$ cat src/rtl/sseg_display_mux.sv
// -----------------------------------------------------------------------------
// sseg_display_mux
//   Time-multiplexed driver for the 2-digit common-anode 7-segment score
//   display. Each digit gets one slot of DIV clocks. A slot starts with DEAD
//   clocks with both anodes off, which stops the previous digit's segments
//   ghosting onto the next one. The two BCD inputs are copied into shadow
//   registers once per slot pair, at entry to GAP_LO. An input change
//   therefore never tears a pair in half.
//
//   Optional feature macro: SSEG_BLINK_EN
//     When defined, a change of the captured score makes the display blink.
//     During the SHOW states of every odd slot pair, both anodes are held off
//     for BLINK slot pairs.
//
// Ports
//   clk_100MHz  in   1  system clock, rising edge
//   reset       in   1  asynchronous, active-high
//   bcd_hi      in   4  tens digit, BCD
//   bcd_low     in   4  ones digit, BCD
//   seg_n       out  7  segments {g,f,e,d,c,b,a}, active-low, registered
//   an_n        out  2  anodes {hi,low}, active-low, registered
//   digit_sel   out  1  slot in progress: 0 = low digit, 1 = high digit
//
// Parameters
//   SIMULATE=1 selects DIV=8, DEAD=2 and BLINK=4 for fast simulation.
//   DEAD_CYCLES must be at least 1 and below DIV.
// -----------------------------------------------------------------------------
module sseg_display_mux #(
  parameter int SIMULATE    = 1,
  parameter int CLK_FREQ_HZ = 100_000_000,
  parameter int REFRESH_HZ  = 1000,
  parameter int DEAD_CYCLES = 200,
  parameter int LZ_BLANK    = 1,
  parameter int BLINK_SLOTS = 500
) (
  input  logic       clk_100MHz,
  input  logic       reset,
  input  logic [3:0] bcd_hi,
  input  logic [3:0] bcd_low,
  output logic [6:0] seg_n,
  output logic [1:0] an_n,
  output logic       digit_sel
);

  localparam int DIV   = (SIMULATE != 0) ? 8 : (CLK_FREQ_HZ / REFRESH_HZ);
  localparam int DEAD  = (SIMULATE != 0) ? 2 : DEAD_CYCLES;
  localparam int CNT_W = (DIV > 1) ? $clog2(DIV) : 1;

  localparam logic [CNT_W-1:0] CNT_LAST    = CNT_W'(DIV - 1);
  localparam logic [CNT_W-1:0] CNT_GAP_END = CNT_W'(DEAD - 1);

  typedef enum logic [1:0] {
    GAP_LO  = 2'd0,
    SHOW_LO = 2'd1,
    GAP_HI  = 2'd2,
    SHOW_HI = 2'd3
  } state_t;

  state_t           state, state_nxt;
  logic [CNT_W-1:0] slot_cnt;
  logic [3:0]       shadow_hi_p0, shadow_lo_p0;
  logic             slot_wrap;
  logic             capture;
  logic             blink_off;
  logic [6:0]       seg_nxt;
  logic [1:0]       an_nxt;

  // Active-low 7-segment decode, {g,f,e,d,c,b,a}; non-BCD codes are blank.
  function automatic logic [6:0] decode_seg(input logic [3:0] d);
    logic [6:0] s;
    case (d)
      4'd0:    s = 7'h40;
      4'd1:    s = 7'h79;
      4'd2:    s = 7'h24;
      4'd3:    s = 7'h30;
      4'd4:    s = 7'h19;
      4'd5:    s = 7'h12;
      4'd6:    s = 7'h02;
      4'd7:    s = 7'h78;
      4'd8:    s = 7'h00;
      4'd9:    s = 7'h10;
      default: s = 7'h7F;
    endcase
    return s;
  endfunction

  assign slot_wrap = (slot_cnt == CNT_LAST);
  // The last clock of SHOW_HI is the edge that enters GAP_LO.
  assign capture   = (state == SHOW_HI) && slot_wrap;

  // ---- stage p0: slot counter, digit slot and FSM state ----
  always_ff @(posedge clk_100MHz or posedge reset) begin
    if (reset) begin
      slot_cnt  <= '0;
      digit_sel <= 1'b0;
      state     <= GAP_LO;
    end else begin
      slot_cnt <= slot_wrap ? '0 : slot_cnt + CNT_W'(1);
      if (slot_wrap) begin
        digit_sel <= ~digit_sel;
      end
      state <= state_nxt;
    end
  end

  always_comb begin
    state_nxt = state;
    case (state)
      GAP_LO:  if (slot_cnt == CNT_GAP_END) state_nxt = SHOW_LO;
      SHOW_LO: if (slot_wrap)               state_nxt = GAP_HI;
      GAP_HI:  if (slot_cnt == CNT_GAP_END) state_nxt = SHOW_HI;
      SHOW_HI: if (slot_wrap)               state_nxt = GAP_LO;
      default:                              state_nxt = GAP_LO;
    endcase
  end

  always_ff @(posedge clk_100MHz or posedge reset) begin
    if (reset) begin
      shadow_hi_p0 <= 4'd0;
      shadow_lo_p0 <= 4'd0;
    end else if (capture) begin
      shadow_hi_p0 <= bcd_hi;
      shadow_lo_p0 <= bcd_low;
    end
  end

`ifdef SSEG_BLINK_EN
  localparam int BLINK = (SIMULATE != 0) ? 4 : BLINK_SLOTS;
  localparam int BLK_W = $clog2(BLINK + 1);

  logic [BLK_W-1:0] blink_cnt;
  logic             pair_odd;

  // Pair parity and the blink budget both advance at the GAP_LO capture.
  // The new pair therefore sees consistent values from its first SHOW clock.
  always_ff @(posedge clk_100MHz or posedge reset) begin
    if (reset) begin
      blink_cnt <= '0;
      pair_odd  <= 1'b0;
    end else if (capture) begin
      pair_odd <= ~pair_odd;
      if ({bcd_hi, bcd_low} != {shadow_hi_p0, shadow_lo_p0}) begin
        blink_cnt <= BLK_W'(BLINK);
      end else if (blink_cnt != '0) begin
        blink_cnt <= blink_cnt - BLK_W'(1);
      end
    end
  end

  assign blink_off = (blink_cnt != '0) && pair_odd;
`else
  assign blink_off = 1'b0;
`endif

  // Anodes stay off in the gaps. They also stay off while a digit is blanked,
  // either by leading-zero suppression or by blinking; the segment bus is
  // then idled as well.
  always_comb begin
    an_nxt  = 2'b11;
    seg_nxt = 7'h7F;
    case (state)
      SHOW_LO: begin
        if (!blink_off) begin
          an_nxt  = 2'b10;
          seg_nxt = decode_seg(shadow_lo_p0);
        end
      end
      SHOW_HI: begin
        if (!blink_off && !((LZ_BLANK != 0) && (shadow_hi_p0 == 4'd0))) begin
          an_nxt  = 2'b01;
          seg_nxt = decode_seg(shadow_hi_p0);
        end
      end
      default: ;
    endcase
  end

  // ---- stage p1: registered display outputs ----
  always_ff @(posedge clk_100MHz or posedge reset) begin
    if (reset) begin
      seg_n <= 7'h7F;
      an_n  <= 2'b11;
    end else begin
      seg_n <= seg_nxt;
      an_n  <= an_nxt;
    end
  end

endmodule
$ cat config.mk
export PLATFORM = sky130hd
export DESIGN_NAME = sseg_display_mux
export DESIGN_NICKNAME = d
export VERILOG_FILES = /design/src/rtl/sseg_display_mux.sv
export SDC_FILE = /design/constraint.sdc
export NUM_CORES = 1
export LEC_CHECK = 0
export CAP_MARGIN = 40
export CORE_ASPECT_RATIO = 1.2
export CORE_UTILIZATION = 50
export DETAILED_ROUTE_END_ITERATION = 12
export GPL_ROUTABILITY_DRIVEN = 1
export GPL_TIMING_DRIVEN = 0
export PLACE_DENSITY_LB_ADDON = 0.2
export SETUP_SLACK_MARGIN = 0.2
export SLEW_MARGIN = 20
export SYNTH_ARGS = -nofsm -noshare
export SYNTH_HDL_FRONTEND = slang
export SYNTH_SLANG_ARGS = --single-unit
$ cat constraint.sdc
create_clock -name clk_100MHz -period 2.15 [get_ports clk_100MHz]
set_clock_uncertainty 0.05 [all_clocks]
set_input_delay 0.3225 -clock clk_100MHz [delete_from_list [all_inputs] [get_ports clk_100MHz]]
set_output_delay 0.3225 -clock clk_100MHz [all_outputs]
set_load 0.02 [all_outputs]
* Word-level counts from Yosys, hierarchy flattened
Memories as Yosys holds them, arrays and structs flattened. Cells that the tools add are included. Widths: inputs -> output; s select.
Word-level totals: bits in read-only memories 224, logic and storage cells 34, register bits after elaboration 23, output and inout bits 10, memories 2, bits of input ports 10
Operators by class: eq/ne operators 9, $add $sub $neg 1, reduce and logical (&&, ||, !) cells 4, bitwise operators 1, multiplexer cells 10
Memory list:
- (name not given) | words 16, width 7, read ports 1, clocked after memory_dff 0, write ports 0, RTL line 71 | case (d)
- (name not given) | words 16, width 7, read ports 1, clocked after memory_dff 0, write ports 0, RTL line 71
Operators by type and width (number):
- $pmux 7 s2 | 1
- $mux 2 | 5
- $ne 2x2->1 const B | 4
- $pmux 2 s4 | 1
- $mux 7 | 1
- $eq 2x2->1 const B | 2
- $logic_not 4->1 | 1
- $pmux 2 s2 | 1
- $reduce_and 4->1 | 1
- $add 3x1->3 const B | 1
- $eq 3x1->1 const B | 1
- $eq 3x3->1 const B | 1
- $mux 3 | 1
- $eq 2x1->1 const B | 1
- $logic_not 2->1 | 1
- $logic_and 1x1->1 | 1
- $not 1->1 | 1

* Logic depth before layout (Yosys ltp)
Gate-level depths: netlist (run 1).
depth after elaboration 3, depth in mapped cells 7

* Worst setup path before layout (run 1)
No wires, ideal clock.
path type register -> register, from reg slot_cnt[0], to reg state[1], path buffers 0, arrival time 1.431 ns, stages on the path, launching flop included 6, setup time 0.125 ns, clock period less this slack 1.606 ns, path slack 0.544 ns, required time 1.975 ns, path through dfrtp_1 > ha_1 > ha_1 > or2_4 > o21ai_2 > mux2_4
Between the ends: longest elaborated chain between the ends 3, elaborated cells on any way between the ends 7, classes of those cells eq/ne: 6; reduce/logical: 1
Ends and longest elaborated chain:
- from (decl) | RTL line 60 | logic [CNT_W-1:0] slot_cnt;
- from (signal assigned) | RTL line 98 | slot_cnt <= slot_wrap ? '0 : slot_cnt + CNT_W'(1);
- $eq 3x1->1 / $eq 3x3->1 (equally long branches) | RTL line 109, 111, 87
- $ne 2x2->1 (no line)
- $reduce_and 4->1 (no line) (*)
- to (signal assigned) | RTL line 102 | state <= state_nxt;
- to (decl) | RTL line 59 | state_t state, state_nxt;
Every way passes the cells marked *; elsewhere a longest branch is shown, timed or not. A chain may end at the register's enable or synchronous reset.

* Worst setup path in the final report (run 1)
from reg seg_n[4], to out seg_n[4]
RTL lines:
- from (decl) | RTL line 40 | output logic [6:0] seg_n,
- from (signal assigned) | RTL line 184 | seg_n <= seg_nxt;
No word-level cell between the ends.

==> results of run 1 <==
-- registers in the layout (all words and copies together), names as in the netlist --
register	count
digit_sel	1
seg_n	7
shadow_lo_p0	4
slot_cnt	3
state	2
an_n	2
shadow_hi_p0	4
-- cells by family after synthesis --
kind of cell	Yosys count	share of synthesized area, %
compound gates	32	14.89
xor+xnor	1	0.6025
fa+ha+maj	19	16.35
buf+inv	17	7.400
flops	23	40.36
mux	9	7.229
simple gates	35	13.17
-- cell type report --
class / count / area, um2
buffer: 6 / 61.31
sequential: 23 / 586.8
multi-input combinational: 96 / 759.5
tap: 34 / 42.54
inverter: 11 / 46.29
clock buffer: 4 / 26.28
timing repair buffer: 20 / 205.2
fill: 271 / 1057
-- per-layer routing --
| layer | vias to the layer above | GRT usage [%] | wire length (um) |
|---|---|---|---|
| met3 | 4 | 2.222 | 54 |
| met4 | 0 | 6.950 | 31 |
| met1 | 485 | 19.17 | 988 |
| met2 | 16 | 37.78 | 1451 |
| met5 | - | 0 | 0 |
| li1 | 518 | - | - |
-- metrics by stage --
step                      cells  instance area [um2]  setup WS [ns]
after global routing        194                 1728         0.2751
after CTS                   194                 1728         0.3190
after detailed placement    190                 1702         0.4403
after global placement      189                 1687         0.4879
final                       194                 1728         0.3402
after floorplan             136                 1454         0.5443
-- worst max path at each step --
| stage | start | endpoint | cells past startpoint |
|---|---|---|---|
| after CTS | seg_n[4] | seg_n[4] | 1 |
| final | seg_n[4] | seg_n[4] | 1 |
| after floorplan | slot_cnt[0] | state[1] | 5 |
| after global routing | seg_n[4] | seg_n[4] | 1 |
| after global placement | slot_cnt[0] | state[1] | 5 |
| after detailed placement | slot_cnt[0] | state[1] | 5 |
-- synth_stat cells (all sizes together), types with 2 or more instances --
master   n  area share, %
nand3b   3            1.5
a31oi    2           0.86
inv     11            3.2
a21oi    6            2.1
nand2   10            2.8
buf      6            4.2
o311ai   2            1.2
mux2     9            7.2
nor2    10            3.1
nor2b    6            2.8
dfrtp   14             24
o211ai   4            2.4
ha      19             16
dfstp    9             16
a22oi    2            1.0
o21ai   10            3.7
and2b    2            1.1
-- power breakdown --
group / internal, W / total [W] / switching (W)
sequential: 0.000441 / 0.000450 / 0.00000874
combinational: 0.0000482 / 0.0000964 / 0.0000482
clock: 0.0000723 / 0.000200 / 0.000128
-- cell usage in the layout (no fill, tap or decap), drive strengths merged, types with 2 or more instances in the layout --
| cell type | netlist | routed |
|---|---|---|
| a21oi | 6 | 6 |
| clkbuf | 0 | 4 |
| clkdlybuf4s50 | 0 | 19 |
| a22oi | 2 | 2 |
| nand2 | 10 | 10 |
| dfstp | 9 | 9 |
| buf | 6 | 7 |
| inv | 11 | 11 |
| a31oi | 2 | 2 |
| dfrtp | 14 | 14 |
| nor2b | 6 | 6 |
| mux2 | 9 | 9 |
| ha | 19 | 19 |
| o21ai | 10 | 10 |
| o211ai | 4 | 4 |
| nor2 | 10 | 10 |
| o311ai | 2 | 2 |
| and2b | 2 | 2 |
| nand3b | 3 | 3 |
-- worst register-to-register path, delay by kind of cell (launching register included) --
family,cells,cell delay (ns)
adders and majority gates,2,0.46
DFF,1,0.42
muxes,1,0.31
and+or+nand+nor,1,0.29
AOI/OAI and AO/OA,1,0.08
==> results.txt, run 1 <==
----------------------------------------------------
[Status]
  Status ... complete, no violations

[Clocking]
  Worst skew pair latency ... 0.30 ns
  CTS root buffer ... sky130_fd_sc_hd__clkbuf_4
  Total number of clock tree sinks ... 23
  Clock tree from TritonCTS ... done
  CTS-repair resized insts ... 0
  Inserted Clock Buffers ... 3
  Clock buffer depth ... 2
  Setup Buffers After CTS ... 0
  Clock transition at path regs ... 0.13 ns
  Number of H-tree levels ... 1
  Post-CTS Hold Buffers ... 0

[Worst setup path]
  Cell with the biggest individual delay on the critical path ... sky130_fd_sc_hd__clkdlybuf4s50_1
  Capture instance of the worst register-to-register path ... state[1]
  Depth of the worst register-to-register path ... 5
  Critical path type ... reg -> out
  Worst R2R Setup Slack ... 0.43 ns
  Worst EP arrival ... 1.44 ns
  Reg-to-Reg Start ... slot_cnt[0]
  Largest stage delay on the critical path ... 0.59 ns
  WP buf/inv ... 1
  CP endpoint kind ... output pin
  CP Data Required Time ... 1.78 ns
  Series of cell instances along the critical path ... clkdlybuf4s50_1
  Critical Path Fanout Max ... 1
  Kind of launch point of the worst setup path ... register
  Cell family with the largest share of critical-path delay ... buffers and inverters

[Floorplanning]
  Top-level port count ... 20
  Die extent in y ... 61.07 um
  FP Rows ... 21
  Area enclosed by the die boundary ... 0.003128 mm2
  Starting density of the core ... 52.20%
  Die span in x ... 51.23 um
  Std-Cell Core Area ... 0.002785 mm2

[Final layout]
  Number of nets in the finished design ... 190
  Signed area change from the synthesized netlist to the final layout ... 18.85%
  Share of layout cells above drive strength 1 ... 23.13%
  Number of antenna diodes ... 0
  Post-route core utilization ... 62.04%

[Timing]
  Minimum clock period ... 1.810 ns
  Number of failing setup endpoints in the final timing report ... 0
  Relative slew margins ... 68.07%
  Max Transition Viols Final ... 0
  Transition time at the pin with the least slew margin ... 0.4784 ns
  Final Hold Viols ... 0
  Peak clock frequency supported by timing ... 552.5 MHz
  Unrepaired setup endpoints after global routing ... no
  Worst hold slack ... 0.2606 ns
  Fin crit share ... 84.18%
  Accumulated negative setup slack ... 0 ns

[Synth]
  Share of async-settable or async-resettable flops after synthesis ... 100.0%
  Count of flip-flops with a built-in enable after synthesis ... 0
  Main flop type after synthesis ... sky130_fd_sc_hd__dfrtp_1
  Mean cell area of the mapped netlist ... 10.69 um2
  Synthesized netlist cell count ... 136
  Post-synth cell types ... 40
  Number of flip-flops and latches in the synthesized netlist ... 23
  Mapped Area ... 0.001454 mm2
  Proportion of synthesized chip area in sequential cells ... 40.36%
  Number of nets produced by synthesis ... 165
  Count of synthesis-stage warnings from yosys ... 0

[Flow run]
  Number of max-cap violations ... 0

[GRT]
  Gr usage total ... 18.50%
  First-pass GRT wire length ... 4222 um
  Antenna violations before repair ... 0
  Largest net degree at the start of global routing ... 13
  Grt total ovfl ... 0
  Via count of the first global-routing pass ... 1014

[Drt]
  Iter 0 DRT Violations ... 7
  Detailed Routing Iterations Pass 1 ... 4
  Sum of routed wire length over all layers ... 2526 um
  Number of vias in the routed layout ... 1023
  Average vias per placed instance ... 5.273
  DRC Markers ... 0
  WL per Instance ... 13.02 um
  Number of routed nets with antenna violations ... 0

[Power]
  Power density over cell area ... 432.1 mW/mm2
  Total power after layout ... 0.0007466 W
  Max rail drop VDD ... 0.2918 mV
  Leak pwr ... 0.7704 nW

[Placed design]
  Final estimated routing congestion in global placement ... 0.8388
  DPL Wire Length ... 2087 um
  PortBufs ... 19

[Min path]
  Hold/Removal Path Class ... in -> async

----------------------------------------------------
Note: power is estimated with default switching activity, not from simulation.
==> run 2: changes to the inputs <==
==> constraint.sdc (replaced) <==
create_clock -name clk_100MHz -period 1.7 [get_ports clk_100MHz]
set_clock_uncertainty 0.05 [all_clocks]
set_input_delay 0.255 -clock clk_100MHz [delete_from_list [all_inputs] [get_ports clk_100MHz]]
set_output_delay 0.255 -clock clk_100MHz [all_outputs]
set_load 0.02 [all_outputs]
==> run 2 against run 1 <==
Clock power up 30%. Hold slack worse by 0.12 ns. Worst setup slack worse by 0.21 ns. Count of clock-buffer cells in the layout unchanged. Final cell count up 8.2%. Sequential power up 26%. Power up 29%. Die area unchanged. Register-to-register slack worse by 0.30 ns. Sequential cell count unchanged. Cell area up 12%.
==> results.txt, run 2 (synthesized netlist as in run 1, its figures left out) <==
----------------------------------------------------
[Worst setup path]
  Largest stage delay on the critical path ... 0.44 ns (-0.15 ns)
  CP endpoint kind ... register
  CP Data Required Time ... 1.86 ns (+0.08 ns)
  Worst R2R Setup Slack ... 0.13 ns (-0.30 ns)
  Cell with the biggest individual delay on the critical path ... sky130_fd_sc_hd__dfrtp_1
  Reg-to-Reg Start ... state[1]
  Worst EP arrival ... 1.73 ns (+0.29 ns)
  Depth of the worst register-to-register path ... 7 (+2)
  Kind of launch point of the worst setup path ... register
  Critical path type ... reg -> reg
  Series of cell instances along the critical path ... inv_2 > ha_4 > buf_6 > nor2_4 > or2_4 > o21ai_4 > mux2_4
  Critical Path Fanout Max ... 4 (+3)
  Capture instance of the worst register-to-register path ... state[1]

[Drt]
  Iter 0 DRT Violations ... 18 (+11)
  WL per Instance ... 13.73 um (+5.4%)
  Number of routed nets with antenna violations ... 0 (unchanged)
  Number of vias in the routed layout ... 1104 (+7.9%)
  Sum of routed wire length over all layers ... 2883 um (+14%)
  Detailed Routing Iterations Pass 1 ... 4 (unchanged)
  DRC Markers ... 0 (unchanged)
  Average vias per placed instance ... 5.257 (-0.30%)

[Final layout]
  Number of nets in the finished design ... 206 (+8.4%)
  Max FFs per register ... 7 (unchanged)
  Most frequent standard cell in the layout excluding fill and tap cells ... sky130_fd_sc_hd__buf_4
  Registers with the highest flip-flop counts ... seg_n: 7 flops, shadow_hi_p0: 4 flops, shadow_lo_p0: 4 flops
  Register name with the most flops ... seg_n
  Share of layout cells above drive strength 1 ... 39.20% (+16 points)
  Most frequent cells in the layout ... sky130_fd_sc_hd__buf_4, sky130_fd_sc_hd__ha_1, sky130_fd_sc_hd__dfrtp_1
  Number of antenna diodes ... 0 (unchanged)
  Post-route core utilization ... 69.32% (+7.3 points)
  Filler Cell Count ... 226 (-17%)
  Signed area change from the synthesized netlist to the final layout ... 32.79%

[Timing]
  Max Transition Viols Final ... 0 (unchanged)
  Fin crit share ... 92.47%
  Final Hold Viols ... 0 (unchanged)
  Accumulated negative setup slack ... 0 ns (unchanged)
  Unrepaired setup endpoints after global routing ... yes
  Peak clock frequency supported by timing ... 636.2 MHz
  Minimum clock period ... 1.572 ns
  Transition time at the pin with the least slew margin ... 0.3829 ns (-0.09559 ns)
  Relative slew margins ... 74.15% (+6.1 points)
  Number of failing setup endpoints in the final timing report ... 0 (unchanged)

[GRT]
  Via count of the first global-routing pass ... 1088 (+7.3%)
  GR Layer Usage met2 ... 42.11% (+4.3 points)
  Antenna violations before repair ... 0 (unchanged)
  Grt total ovfl ... 0 (unchanged)
  Gr usage total ... 20.11% (+1.6 points)
  Largest net degree at the start of global routing ... 18 (+5)
  Global routing usage on met3 ... 2.469% (+0.25 points)
  First-pass GRT wire length ... 4650 um (+10%)
  Most crowded layer after global routing ... met2
  Met1 Use GR ... 20.03% (+0.87 points)

[Clocking]
  Clock buffer depth ... 2 (unchanged)
  Number of H-tree levels ... 1 (unchanged)
  Clock tree from TritonCTS ... done
  Post-CTS Hold Buffers ... 0 (unchanged)
  Worst skew pair latency ... 0.31 ns (about the same)
  Inserted Clock Buffers ... 3 (unchanged)
  CTS root buffer ... sky130_fd_sc_hd__clkbuf_4
  Total number of clock tree sinks ... 23 (unchanged)
  Clock transition at path regs ... 0.13 ns (about the same)

[Placed design]
  PortBufs ... 19 (unchanged)
  Final estimated routing congestion in global placement ... 0.8422 (+0.41%)
  DPL Wire Length ... 2115 um (+1.3%)

[Floorplanning]
  Die span in x ... 51.23 um (unchanged)
  Std-Cell Core Area ... 0.002785 mm2 (unchanged)
  Top-level port count ... 20 (unchanged)
  Area enclosed by the die boundary ... 0.003128 mm2 (unchanged)
  Die extent in y ... 61.07 um (unchanged)
  FP Rows ... 21 (unchanged)
  Starting density of the core ... 52.20% (unchanged)

[Power]
  Leak pwr ... 0.8437 nW (+9.5%)
  Total power after layout ... 0.0009657 W (+29%)
  Power density over cell area ... 500.2 mW/mm2 (+16%)
  Max rail drop VDD ... 0.3575 mV (+22%)

[Flow run]
  Number of max-cap violations ... 0 (unchanged)

[Min path]
  Hold/Removal Path Class ... in -> async

[Status]
  Status ... complete, no violations

----------------------------------------------------
-- run 2: cell count changes in the layout (fill, tap and decap cells not counted), sizes merged --
| cell | before | now |
|---|---|---|
| buf | 7 | 23 |
| clkdlybuf4s50 | 19 | 9 |
| clkdlybuf4s15 | 0 | 6 |
| dlygate4sd2 | 0 | 4 |
-- run 2: worst max path at each step --
stage                        start        to  depth (start not counted)  slack (ns)
final                     state[1]  state[1]                          7        0.13
after global routing      state[1]  state[1]                          7        0.08
after CTS                 state[0]  state[1]                          6        0.13
after detailed placement  state[1]  state[1]                          7        0.04
after global placement    state[1]  state[1]                          7         0.1
after floorplan           state[1]  state[1]                          7        0.17
-- run 2: per-layer routing --
| metal | wire length [um] | vias up |
|---|---|---|
| li1 | - | 548 |
| met1 | 1071 | 530 |
| met4 | 53 | 0 |
| met2 | 1674 | 20 |
| met5 | 0 | - |
| met3 | 84 | 6 |
-- run 2: worst max-delay path, delay by kind of cell (launching register included) --
family | cells | cell delay [ns]
AO/OA/AOI/OAI | 1 | 0.07
adder cells (fa/ha/maj) | 1 | 0.13
flip-flops | 1 | 0.44
AND/OR/NAND/NOR | 2 | 0.28
multiplexers | 1 | 0.31
buffers and inverters | 2 | 0.20
-- run 2: power breakdown --
part | switching [W] | total (W) | leakage [nW] | internal, W
clock | 0.000167 | 0.000259 | 0.0150 | 0.0000916
sequential | 0.00000828 | 0.000567 | 0.265 | 0.000558
combinational | 0.0000685 | 0.000140 | 0.564 | 0.0000715
-- run 2: what timing repair did --
| action | in CTS | in global routing |
|---|---|---|
| setup endpoints to repair | 25 | 21 |
| pin swaps | 4 | 5 |
| buffers inserted | 11 | 5 |
| gates resized for setup | 16 | 18 |
-- run 2: metrics by stage --
step	hold WS (ns)	cells	setup WS (ns)	area (um2)
floorplan	0.2003	136	0.1703	1473
global placement	0.3995	189	0.09852	1705
detailed placement	0.4078	190	0.04215	1733
CTS	0.1481	205	0.1280	1849
global route	0.1813	210	0.08191	1931
finish	0.1427	210	0.1281	1931
-- run 2: area by class of cell --
class                   instances  area, um2  share of cell area [%]
multi-input cells              96      823.3                   42.64
plain buffers                   6      65.06                   3.370
clock buffers                   4      26.28                   1.361
well taps                      34      42.54                   2.204
flip-flops and latches         23      590.6                   30.59
inverters                      11      46.29                   2.398
repair buffers                 36      336.6                   17.43
==> run 3: changes to the inputs <==
--- a/config.mk
+++ b/config.mk
@@ -7,7 +7,7 @@
 export LEC_CHECK = 0
 export CAP_MARGIN = 40
 export CORE_ASPECT_RATIO = 1.2
-export CORE_UTILIZATION = 50
+export CORE_UTILIZATION = 49
 export DETAILED_ROUTE_END_ITERATION = 12
 export GPL_ROUTABILITY_DRIVEN = 1
 export GPL_TIMING_DRIVEN = 0
==> constraint.sdc (replaced) <==
create_clock -name clk_100MHz -period 1.35 [get_ports clk_100MHz]
set_clock_uncertainty 0.05 [all_clocks]
set_input_delay 0.2025 -clock clk_100MHz [delete_from_list [all_inputs] [get_ports clk_100MHz]]
set_output_delay 0.2025 -clock clk_100MHz [all_outputs]
set_load 0.02 [all_outputs]
==> run 3 against run 2 <==
The flow now finishes with violations (setup timing). Die area increased by 2.0%. Critical path depth decreased by 2. Register-to-register slack got worse by 0.37 ns. Count of clock-buffer cells in the layout unchanged. Critical path type unchanged. Largest cell class unchanged. Largest power group unchanged.
==> results.txt, run 3 (synthesized netlist as in run 1, its figures left out) <==
----------------------------------------------------
[Clocking]
  Number of H-tree levels ... 1 (unchanged)
  Worst skew pair latency ... 0.31 ns (about the same)
  Clock tree from TritonCTS ... done
  Total number of clock tree sinks ... 23 (unchanged)
  CTS root buffer ... sky130_fd_sc_hd__clkbuf_4
  Inserted Clock Buffers ... 3 (unchanged)
  Clock transition at path regs ... 0.13 ns (about the same)
  Clock buffer depth ... 2 (unchanged)

[Power]
  Total power after layout ... 0.001263 W (+31%)
  Max rail drop VDD ... 0.7016 mV (+96%)
  Leak pwr ... 0.9243 nW (+9.6%)
  Power density over cell area ... 584.0 mW/mm2 (+17%)

[Timing]
  Worst hold slack ... 0.08804 ns (-0.05465 ns)
  Relative slew margins ... 76.41% (+2.3 points)
  Transition time at the pin with the least slew margin ... 0.3531 ns (-0.02978 ns)
  Number of failing setup endpoints in the final timing report ... 15 (+15)
  Unrepaired setup endpoints after global routing ... yes
  Accumulated negative setup slack ... -1.924 ns (-1.924 ns)
  Worst setup slack after layout ... -0.2404 ns (-0.3685 ns)
  Peak clock frequency supported by timing ... 628.8 MHz (-1.2%)
  Minimum clock period ... 1.590 ns (+0.01849 ns)
  Max Transition Viols Final ... 0 (unchanged)
  Final Hold Viols ... 0 (unchanged)
  Fin crit share ... 117.8% (+25 points)

[Worst setup path]
  Critical Path Fanout Max ... 2 (-2)
  CP endpoint kind ... register
  Kind of launch point of the worst setup path ... register
  Worst EP arrival ... 1.75 ns (+0.02 ns)
  CP Data Required Time ... 1.51 ns (-0.35 ns)
  Worst R2R Setup Slack ... -0.24 ns (-0.37 ns)
  Critical path type ... reg -> reg

[Floorplanning]
  Starting density of the core ... 51.71% (-0.49 points)
  Die span in x ... 51.73 um (+0.98%)
  Area enclosed by the die boundary ... 0.003190 mm2 (+2.0%)
  FP Rows ... 21 (unchanged)
  Top-level port count ... 20 (unchanged)
  Std-Cell Core Area ... 0.002811 mm2 (+0.94%)
  Die extent in y ... 61.67 um (+0.98%)

[Placed design]
  DPL Wire Length ... 2066 um (-2.3%)
  Cell area after placement ... 0.001769 mm2 (+2.1%)
  PortBufs ... 19 (unchanged)
  Final estimated routing congestion in global placement ... 0.8412 (-0.12%)

[GRT]
  First-pass GRT wire length ... 4698 um (+1.0%)
  Via count of the first global-routing pass ... 1047 (-3.8%)
  Gr usage total ... 21.42% (+1.3 points)
  Largest net degree at the start of global routing ... 18 (unchanged)
  Grt total ovfl ... 0 (unchanged)
  Antenna violations before repair ... 0 (unchanged)

[Final layout]
  Most frequent cells in the layout ... sky130_fd_sc_hd__buf_6, sky130_fd_sc_hd__buf_4, sky130_fd_sc_hd__ha_1, sky130_fd_sc_hd__dfrtp_1
  Signed area change from the synthesized netlist to the final layout ... 48.79%
  Share of layout cells above drive strength 1 ... 54.80% (+16 points)
  Fin area ... 0.002163 mm2 (+12%)
  Number of antenna diodes ... 0 (unchanged)
  Number of nets in the finished design ... 207 (+0.49%)
  Registers with the highest flip-flop counts ... seg_n: 7 flops, shadow_hi_p0: 4 flops, shadow_lo_p0: 4 flops
  Most frequent standard cell in the layout excluding fill and tap cells ... sky130_fd_sc_hd__buf_6
  Post-route core utilization ... 76.95% (+7.6 points)
  Max FFs per register ... 7 (unchanged)
  Register name with the most flops ... seg_n

[Status]
  Status ... complete, but fails checks
  Violations in the final reports ... setup timing

[Drt]
  WL per Instance ... 15.48 um (+13%)
  Detailed Routing Iterations Pass 1 ... 4 (unchanged)
  Number of routed nets with antenna violations ... 0 (unchanged)
  Sum of routed wire length over all layers ... 3267 um (+13%)
  Number of vias in the routed layout ... 1130 (+2.4%)
  DRC Markers ... 0 (unchanged)
  Iter 0 DRT Violations ... 17 (-1)
  Average vias per placed instance ... 5.355 (+1.9%)

[Flow run]
  Number of max-cap violations ... 0 (unchanged)

[Min path]
  Hold/Removal Path Class ... in -> async

----------------------------------------------------
==> run 3: changes by cell type in the layout (fill, tap and decap cells not counted), moves of 3 or more <==
| cell | change |
|---|---|
| sky130_fd_sc_hd__mux2_2 | -8 |
| sky130_fd_sc_hd__dlygate4sd2_1 | -4 |
| sky130_fd_sc_hd__buf_6 | +9 |
| sky130_fd_sc_hd__ha_1 | -3 |
| sky130_fd_sc_hd__clkdlybuf4s15_1 | -6 |
| sky130_fd_sc_hd__ha_4 | +4 |
| sky130_fd_sc_hd__inv_4 | +4 |
| sky130_fd_sc_hd__mux2_4 | +8 |
==> run 3: metrics by stage <==
| stage | setup slack (ns) | cells |
|---|---|---|
| final | -0.2404 | 211 |
| after global routing | -0.2869 | 211 |
| after CTS | -0.2146 | 207 |
| after detailed placement | -0.2937 | 190 |
| after global placement | -0.2493 | 189 |
| after floorplan | -0.1797 | 136 |
==> run 3: worst paths after layout <==
kind / to / depth (start not counted) / start
worst max-delay path: state[1] / 5 / slot_cnt[1]
worst min-delay path: digit_sel / 2 / reset
worst max register to register: state[1] / 5 / slot_cnt[1]
worst min register to register: slot_cnt[0] / 2 / slot_cnt[0]
max in group asynchronous: an_n[1] / 3 / reset
min in group clk_100MHz: shadow_lo_p0[2] / 2 / bcd_low[2]
==> run 3: where the power goes <==
part	leakage [nW]	switching, W	internal (W)
Clock	0.0150	0.000210	0.000116
Sequential	0.264	0.0000186	0.000703
Combinational	0.646	0.000105	0.000111
==> run 3: timing repair <==
item                                   in CTS  in global routing
endpoints found under the hold margin       0                  0
gates resized for setup                    80                 30
hold buffers                                0                  0
pin swaps                                   5                  3
setup buffers                              13                  4
setup endpoints to repair                  28                 31
==> run 3: cell type report <==
cell class / count / area, um2
buffer: 6 / 65.06
clock buffer: 4 / 26.28
fill: 182 / 648.1
inverter: 11 / 56.30
multi-input combinational: 96 / 983.4
sequential: 23 / 591.8
tap: 34 / 42.54
timing repair buffer: 37 / 397.9
==> run 3: per-layer routing <==
layer	GRT usage, %	routed length (um)	vias up
li1	-	-	549
met5	0	0	-
met1	21.66	1209	547
met3	2.963	86	6
met4	11.58	80	0
met2	42.12	1890	28
==> run 3: critical path: stages, from the launching register on <==
cell	delay, ns
sky130_fd_sc_hd__dfrtp_1	0.42
sky130_fd_sc_hd__ha_2	0.21
sky130_fd_sc_hd__ha_4	0.17
sky130_fd_sc_hd__or2_4	0.26
sky130_fd_sc_hd__o21ai_4	0.07
sky130_fd_sc_hd__mux2_4	0.31
